[src/rtl/lock_seq_ctrl.sv]
// lock_seq_ctrl: sequencing controller for the keypad combination lock.
// Handles code entry, open/relock, reprogramming and failed-attempt lockout.
// Optional build macro AUTO_RELOCK_EN adds an OPEN idle timeout.
// Ports: clk, rst (async, active-high), key_valid/key_code (key events),
//        state, digit_idx, seq, open, alarm, lockout, fails, prog_done.
module lock_seq_ctrl #(
    parameter logic [31:0] RESET_SEQ      = 32'h12345678,
    parameter int unsigned MAX_FAILS      = 3,
    parameter int unsigned LOCKOUT_CYCLES = 500,
    parameter int unsigned RELOCK_CYCLES  = 1000
) (
    input  logic        clk,
    input  logic        rst,
    input  logic        key_valid,
    input  logic [4:0]  key_code,
    output logic [3:0]  state,
    output logic [2:0]  digit_idx,
    output logic [31:0] seq,
    output logic        open,
    output logic        alarm,
    output logic        lockout,
    output logic [2:0]  fails,
    output logic        prog_done
);

    typedef enum logic [3:0] {
        S_IDLE    = 4'd0,
        S_ENTRY   = 4'd1,
        S_OPEN    = 4'd2,
        S_PROG    = 4'd3,
        S_ALARM   = 4'd4,
        S_LOCKOUT = 4'd5
    } state_e;

    // One timer width shared by the lockout and relock counters.
    localparam int unsigned CMAX = (LOCKOUT_CYCLES > RELOCK_CYCLES) ?
                                   LOCKOUT_CYCLES : RELOCK_CYCLES;
    localparam int unsigned TW   = (CMAX > 1) ? $clog2(CMAX) : 1;
    localparam logic [TW-1:0] LOCK_LOAD = TW'(LOCKOUT_CYCLES - 1);
    localparam logic [2:0]    MAXF      = 3'(MAX_FAILS);

    state_e         state_q, state_d;
    logic [2:0]     idx_q, idx_d;
    logic [31:0]    seq_q, seq_d;
    logic [2:0]     fails_q, fails_d;
    logic           mism_q, mism_d;
    logic [27:0]    shadow_q, shadow_d;
    logic [TW-1:0]  lock_tmr_q, lock_tmr_d;
    logic           pd_q, pd_d;
    logic           open_q, alarm_q, lockout_q;

    logic           is_digit, is_clr, is_prog, is_lock, key_acc;
    logic [4:0]     nib_hi;
    logic [3:0]     nib;
    logic           mism_new;
    logic [2:0]     fails_inc;

`ifdef AUTO_RELOCK_EN
    localparam logic [TW-1:0] RELOCK_LOAD = TW'(RELOCK_CYCLES - 1);
    logic [TW-1:0]  relock_q, relock_d;
`endif

    assign is_digit = key_valid && !key_code[4];
    assign is_clr   = key_valid && (key_code == 5'd16);
    assign is_prog  = key_valid && (key_code == 5'd17);
    assign is_lock  = key_valid && (key_code == 5'd18);
    assign key_acc  = key_valid && (key_code <= 5'd18);

    // Nibble for digit i sits at bits 31-4i down; {~i,2'b11} == 31-4i.
    assign nib_hi    = {~idx_q, 2'b11};
    assign nib       = seq_q[nib_hi -: 4];
    assign mism_new  = mism_q | (key_code[3:0] != nib);
    assign fails_inc = (fails_q >= MAXF) ? MAXF : fails_q + 3'd1;

    always_comb begin
        state_d    = state_q;
        idx_d      = idx_q;
        seq_d      = seq_q;
        fails_d    = fails_q;
        mism_d     = mism_q;
        shadow_d   = shadow_q;
        lock_tmr_d = lock_tmr_q;
        pd_d       = 1'b0;
        unique case (state_q)
            S_IDLE: begin
                if (is_clr) begin
                    state_d = S_ENTRY;
                    idx_d   = 3'd0;
                    mism_d  = 1'b0;
                end
            end
            S_ENTRY: begin
                if (is_clr) begin
                    idx_d  = 3'd0;
                    mism_d = 1'b0;
                end else if (is_digit) begin
                    if (idx_q == 3'd7) begin
                        idx_d  = 3'd0;
                        mism_d = 1'b0;
                        if (!mism_new) begin
                            state_d = S_OPEN;
                            fails_d = 3'd0;
                        end else begin
                            fails_d = fails_inc;
                            if (fails_inc == MAXF) begin
                                state_d    = S_LOCKOUT;
                                lock_tmr_d = LOCK_LOAD;
                            end else begin
                                state_d = S_ALARM;
                            end
                        end
                    end else begin
                        idx_d  = idx_q + 3'd1;
                        mism_d = mism_new;
                    end
                end
            end
            S_ALARM: begin
                if (is_clr) begin
                    state_d = S_ENTRY;
                    idx_d   = 3'd0;
                    mism_d  = 1'b0;
                end
            end
            S_LOCKOUT: begin
                if (lock_tmr_q == '0) begin
                    state_d = S_IDLE;
                    fails_d = 3'd0;
                end else begin
                    lock_tmr_d = lock_tmr_q - 1'b1;
                end
            end
            S_OPEN: begin
                if (is_lock) begin
                    state_d = S_IDLE;
                end else if (is_prog) begin
                    state_d  = S_PROG;
                    idx_d    = 3'd0;
                    shadow_d = '0;
                end
`ifdef AUTO_RELOCK_EN
                else if (!key_acc && relock_q == '0) begin
                    state_d = S_IDLE;
                end
`endif
            end
            S_PROG: begin
                if (is_clr) begin
                    state_d = S_OPEN;
                    idx_d   = 3'd0;
                end else if (is_digit) begin
                    if (idx_q == 3'd7) begin
                        seq_d   = {shadow_q, key_code[3:0]};
                        pd_d    = 1'b1;
                        state_d = S_OPEN;
                        idx_d   = 3'd0;
                    end else begin
                        shadow_d = {shadow_q[23:0], key_code[3:0]};
                        idx_d    = idx_q + 3'd1;
                    end
                end
            end
            default: state_d = S_IDLE;
        endcase
    end

`ifdef AUTO_RELOCK_EN
    // Reload on arrival in OPEN or any accepted key there; held in PROG.
    always_comb begin
        relock_d = relock_q;
        if (state_d == S_OPEN && (state_q != S_OPEN || key_acc))
            relock_d = RELOCK_LOAD;
        else if (state_q == S_OPEN && relock_q != '0)
            relock_d = relock_q - 1'b1;
    end
`else
    logic unused_acc;
    assign unused_acc = key_acc;
`endif

    always_ff @(posedge clk or posedge rst) begin
        if (rst) begin
            state_q    <= S_IDLE;
            idx_q      <= 3'd0;
            seq_q      <= RESET_SEQ;
            fails_q    <= 3'd0;
            mism_q     <= 1'b0;
            shadow_q   <= '0;
            lock_tmr_q <= '0;
            pd_q       <= 1'b0;
            open_q     <= 1'b0;
            alarm_q    <= 1'b0;
            lockout_q  <= 1'b0;
`ifdef AUTO_RELOCK_EN
            relock_q   <= '0;
`endif
        end else begin
            state_q    <= state_d;
            idx_q      <= idx_d;
            seq_q      <= seq_d;
            fails_q    <= fails_d;
            mism_q     <= mism_d;
            shadow_q   <= shadow_d;
            lock_tmr_q <= lock_tmr_d;
            pd_q       <= pd_d;
            open_q     <= (state_d == S_OPEN) || (state_d == S_PROG);
            alarm_q    <= (state_d == S_ALARM) || (state_d == S_LOCKOUT);
            lockout_q  <= (state_d == S_LOCKOUT);
`ifdef AUTO_RELOCK_EN
            relock_q   <= relock_d;
`endif
        end
    end

    assign state     = state_q;
    assign digit_idx = idx_q;
    assign seq       = seq_q;
    assign fails     = fails_q;
    assign open      = open_q;
    assign alarm     = alarm_q;
    assign lockout   = lockout_q;
    assign prog_done = pd_q;

endmodule

[config.mk]
export PLATFORM = sky130hd
export DESIGN_NAME = lock_seq_ctrl
export DESIGN_NICKNAME = d
export VERILOG_FILES = /design/src/rtl/lock_seq_ctrl.sv
export SDC_FILE = /design/constraint.sdc
export NUM_CORES = 1
export LEC_CHECK = 0
export CAP_MARGIN = 20
export CORE_UTILIZATION = 50
export DETAILED_ROUTE_END_ITERATION = 8
export GPL_ROUTABILITY_DRIVEN = 0
export PLACE_DENSITY = 0.82
export RECOVER_POWER = 50
export SLEW_MARGIN = 0
export SYNTH_ARGS = -nofsm -noshare
export SYNTH_HDL_FRONTEND = slang
export SYNTH_SLANG_ARGS = --single-unit
export TNS_END_PERCENT = 5
[constraint.sdc]
create_clock -name clk -period 4.2 [get_ports clk]
set_input_delay 0.84 -clock clk [delete_from_list [all_inputs] [get_ports clk]]
set_output_delay 0.84 -clock clk [all_outputs]
set_load 0.005 [all_outputs]
# [Word-level counts from Yosys, hierarchy flattened]
# Index checks and enable logic that the tools add are counted.
# W data, S select, Z words.
[op_classes] addsub=3 magnitude_cmp=1 eq_ne=30 shifts=1 mux=49 n_bitwise=3 n_reduce_logical=21
[op_table] operator="$mux W28" n=5
[op_table] operator="$mux W10" n=6
[op_table] operator="$pmux W28 S2" n=1
[op_table] operator="$mux W4" n=10
[op_table] operator="$mux W3" n=13
[op_table] operator="$shiftx A35 B6 Y4" n=1
[op_table] operator="$ne A2 B2 Y1 const B" n=12
[op_table] operator="$pmux W10 S2" n=1
[op_table] operator="$pmux W4 S5" n=1
[op_table] operator="$eq A4 B2 Y1 const B" n=4
[op_table] operator="$eq A4 B3 Y1 const B" n=4
[op_table] operator="$eq A5 B5 Y1 const B" n=3
[op_table] operator="$logic_not A10 Y1" n=1
[op_table] operator="$reduce_and A5 Y1" n=2
[op_table] operator="$sub A10 B1 Y10 const B" n=1
[op_table] operator="$mux W1" n=9
[op_table] operator="$pmux W3 S3" n=1
[op_table] operator="$reduce_and A7 Y1" n=1
[op_table] operator="$add A3 B1 Y3 const B" n=2
[op_table] operator="$pmux W3 S2" n=1
[op_table] operator="$reduce_and A6 Y1" n=1
[op_table] operator="$reduce_bool A2 Y1" n=3
[op_table] operator="$eq A4 B1 Y1 const B" n=1
[op_table] operator="$logic_and A1 B1 Y1" n=4
[op_table] operator="18 further kinds" n=20
[word_totals] reg_bits=85 inputBits=8 output_inout_bits=46 elab_cells=119

# [Longest topological paths before layout]
[logic_depth] depth_word=11 depth_mapped=9 ltp_nobuf=8

# [Worst setup path after synthesis]
# OpenSTA, ideal clock, no wires.
[synth_timing] kind="input port to flip-flop" from="in key_code[3]" to="reg idx_q[0], in the netlist digit_idx[0]" setup_ps=125 arrival_ps=2245 slack_ps=1830 cell_stages=6 n_path_buf=0 path_cell_list="and4bb_2 nand2b_1 nor2_1 o21bai_1 a21oi_1 mux2_2"
[synth_between] elab_chain_cells=4
[synth_lines] item="start, declared" line="15" text="input logic [4:0] key_code,"
[synth_lines] item="$eq A5 B5 Y1 (on tied branches)" line="64, 65, 66"
[synth_lines] item="$logic_and A1 B1 Y1 (on tied branches)" line="64, 65, 66"
[synth_lines] item="$ne A3 B1 Y1 (no source line) (tied with other cells)"
[synth_lines] item="$reduce_and A5 Y1 (no source line) / $pmux W3 S3 (equally long branches)"
[synth_lines] item="end signal, assigned" line="199" text="idx_q <= idx_d;"
[synth_lines] item="end, declared" line="43" text="logic [2:0] idx_q, idx_d;"
# Several ways; a longest one is shown, not always the timed one.
# A chain may end at the register's enable or synchronous reset.

# [Final worst setup path]
[layout_timing] from="in key_code[2]" to="reg idx_q[0], in the netlist digit_idx[0]"
# The elaborated chain is that of the path after synthesis.

==> results by group <==
Logic synthesis
  – Area leader, netlist: dfrtp_1
  – Synth Area per Inst: about 11 µm²
  – Synthesized area: 0.004023 mm²
  – Share of the synthesized area in the top cell type: 0.4479
  – Register area share after synthesis: 0.5328
  – Post-Synth Simple-Gate Area: 0.1661
  – Largest family of logic cells by synthesized area: multiplexers
  – Post-synth cell types: 50
  – Main synth FF type: dfrtp_1
  – Post-Synthesis Cells: 365
  – Syn_nets: approximately 380
  – Post-synthesis compound-gate area fraction: 0.06221
  – Async SR Flop Fraction: 1.000
  – Adder-Cell Fraction of Synth Area: 0.01555
  – Fraction of synthesized area in multiplexers: 0.1705
  – XOR/XNOR Fraction of Synth Area: 0.02177
  – Warnings, synthesis: 0
  – Post-synth EDFFs: 0
  – Leading post-synthesis cells by cell area: dfrtp_1, mux2_2, dfstp_2, nand2_1, mux2i_1
  – #FFs+latches synth: 85

Power and ir drop
  – Combinational power share: 0.054
  – Clock power share: 0.401
  – Leakage power: roughly 2.2 nW
  – PD cells: around 320 mW/mm²
  – P_sw: 0.3444 mW
  – Power, Total: 1.546 mW
  – Peak supply drop: roughly 0.00020 V
  – Sw frac: 0.2228
  – Internal power: roughly 1.2 mW
  – Flop pwr share: 0.545

Clock network
  – TritonCTS clock tree: done
  – CTS Buffer Depth: 2
  – Clock network latency to the later pin of the worst-skew pair: approximately 360 ps
  – Clock-pin slew on the worst setup and hold paths: around 80 ps
  – # Post-CTS Setup Buffers: 0
  – Hold buffer count at CTS: 0
  – CTS H-tree depth: 3
  – Total CTS buffers: 9
  – Clock sinks: 85
  – Root buf cell: clkbuf_8
  – Post-CTS Resized: 0

Critical path
  – Slowest stage cell, crit path: clkdlybuf4s50_1
  – Arrival time of the worst setup path: a little over 3000 ps
  – Crit path launch type: input pin
  – R2R depth: 6
  – Max stage delay on crit path: about 500 ps
  – Crit. End Element: flop
  – WP data required: ~4400 ps
  – Crit path cell chain: clkdlybuf4s50_1, and4bb_2, nand2b_1, nor2_1, o21bai_1, a21oi_1, mux2_2
  – Largest fanout on the critical path: 6
  – WS Path Type: input pin to flop

Die
  – Die width: 91.70 µm
  – Core area: 0.007767 mm²
  – IO Pins: 54
  – Site Rows: 32
  – Die area: approximately 0.0084 mm²
  – Starting density of the core: 0.5179
  – Die Y: between 90 and 100 µm

STA
  – Final min period: around 2800 ps
  – Hold Slack: approximately 470 ps
  – Clk_skew: between 10 and 15 ps
  – Worst-Margin Slew: about 1100 ps
  – Fin. Hold Viols: 0
  – Tcrit/Tclk final: 0.6745
  – Setup TNS: 0 ps
  – Achievable Freq: between 300 and 400 MHz
  – Final Max Slew Viols: 0
  – # setup viols final: 0
  – Slew HR: 0.2363
  – RSZ-0062 raised after global routing: false

Hold path
  – Hold Crit Class: flop to flop
  – WHS Path Cells: 2

Route
  – DR pass1 iterations: 5
  – Via count: between 3000 and 4000
  – Vias per cell: about 5.7
  – Drt wl/cell: between 15 and 20 µm
  – DR iter-0 viols: around 220
  – DRC viols: 0
  – DRT Wirelength: ~9100 µm
  – Post-route ant nets: 0

Cells and area
  – Share of layout cells above drive strength 1: 0.1958
  – Post-route insts no fill: 526
  – Final core utilization: 0.6266
  – Fill cell count: ~620
  – Ant. Diodes: 0
  – Area Growth Syn to Fin: 21.00%
  – Layout Nets: 432

Placed design
  – I/O Buffers: 53
  – HPWL Detailed: slightly above 6000 µm
  – Placed Cells: 510

Global route
  – Global-route wire length before repair: between 10000 and 15000 µm
  – Vias in the first global route: approximately 2900
  – Largest net degree at the start of global routing: 31
  – Initial antenna violation count: 0
  – Grt ovf: 0
  – Total track usage: 0.2307

Job
  – Max Cap Viol: 0

Run status
  – Status: complete, no violations
==> worst max-delay path, delay by kind of cell <==
kind            cells  cell delay [ps]
simple gates        3              880
buf+inv             1              500
compound gates      2              470
mux                 1              380
==> registers in the layout, indices dropped and copies added, names as in the netlist <==
signal      flops
lockout         1
open            1
digit_idx       3
prog_done       1
lock_tmr_q     10
alarm           1
mism_q          1
shadow_q       28
state           4
fails           3
seq            32
==> power groups by stage <==
stage          logic, mW  clock network (mW)  registers [mW]
6_report          0.0833               0.620           0.843
5_1_grt           0.0916               0.664           0.846
4_1_cts           0.0848               0.630           0.843
3_5_place_dp      0.0844                   0           0.858
3_3_place_gp      0.0819                   0           0.857
2_1_floorplan     0.0559                   0           0.849
==> per-layer routing <==
layer  GRT usage  vias to the layer above  part of all wire
met5           0                        -                 0
met4      0.1146                        0             0.030
met3     0.03814                       24             0.059
met2      0.3553                      123              0.48
met1      0.3189                     1490              0.43
li1            -                     1370                 -
==> placed cells by master, fill, tap and decap left out, drive strengths merged, types with 3 or more instances in the layout <==
master,n
nand2,76
dfrtp,72
mux2,36
nand3,32
clkdlybuf4s50,31
dlygate4sd3,22
mux2i,19
dfstp,13
clkbuf,13
nor2,11
inv,9
a21oi,9
buf,7
xor2,5
nand2b,5
o21ai,5
xnor2,5
ha,5
mux4,4
nor2b,3
nor3,3
clkinvlp,3
==> final cells by class <==
type,instances,area [µm²],area share
repair buffers,61,586.8,0.1206
clock buffers,12,135.1,0.02776
multi-input cells,252,1760,0.3617
well taps,102,127.6,0.02622
flip-flops and latches,85,2143,0.4404
inverters,10,38.79,0.007969
clock inverters,4,75.07,0.01542
==> synth_stat cells (8+ instances only) <==
master	number
inv_1	10
mux2_2	36
a21oi_1	8
nor2_1	11
dfstp_2	13
clkbuf_1	15
dfrtp_1	72
nand2_1	75
nand3_1	32
mux2i_1	19
==> stage by stage <==
step                cell area [µm²]  setup slack, ps
floorplan                      4023             1188
global placement               4661             1207
detailed placement             4661             1099
CTS                            4871             1447
global route                   4867             1269
finish                         4867             1367
==> path summary, 6_finish.rpt <==
kind	to	slack [ps]	startpoint
max reg2reg	seq[13]	1580	digit_idx[1]
min in group asynchronous	shadow_q[19]	1150	rst
min	shadow_q[27]	470	shadow_q[27]
max	digit_idx[0]	1370	key_code[2]
max in group asynchronous	seq[6]	2080	rst
min reg2reg	shadow_q[27]	470	shadow_q[27]
==> cell families (layout without fill, tap and decap cells) <==
logic type	after synthesis	after routing
compound gates	32	32
simple gates	145	145
flops	85	85
mux	59	59
xor+xnor	10	10
other cells	1	1
fa+ha+maj	5	5
buf+inv	28	87
Note: power is estimated with default switching activity, not from simulation.
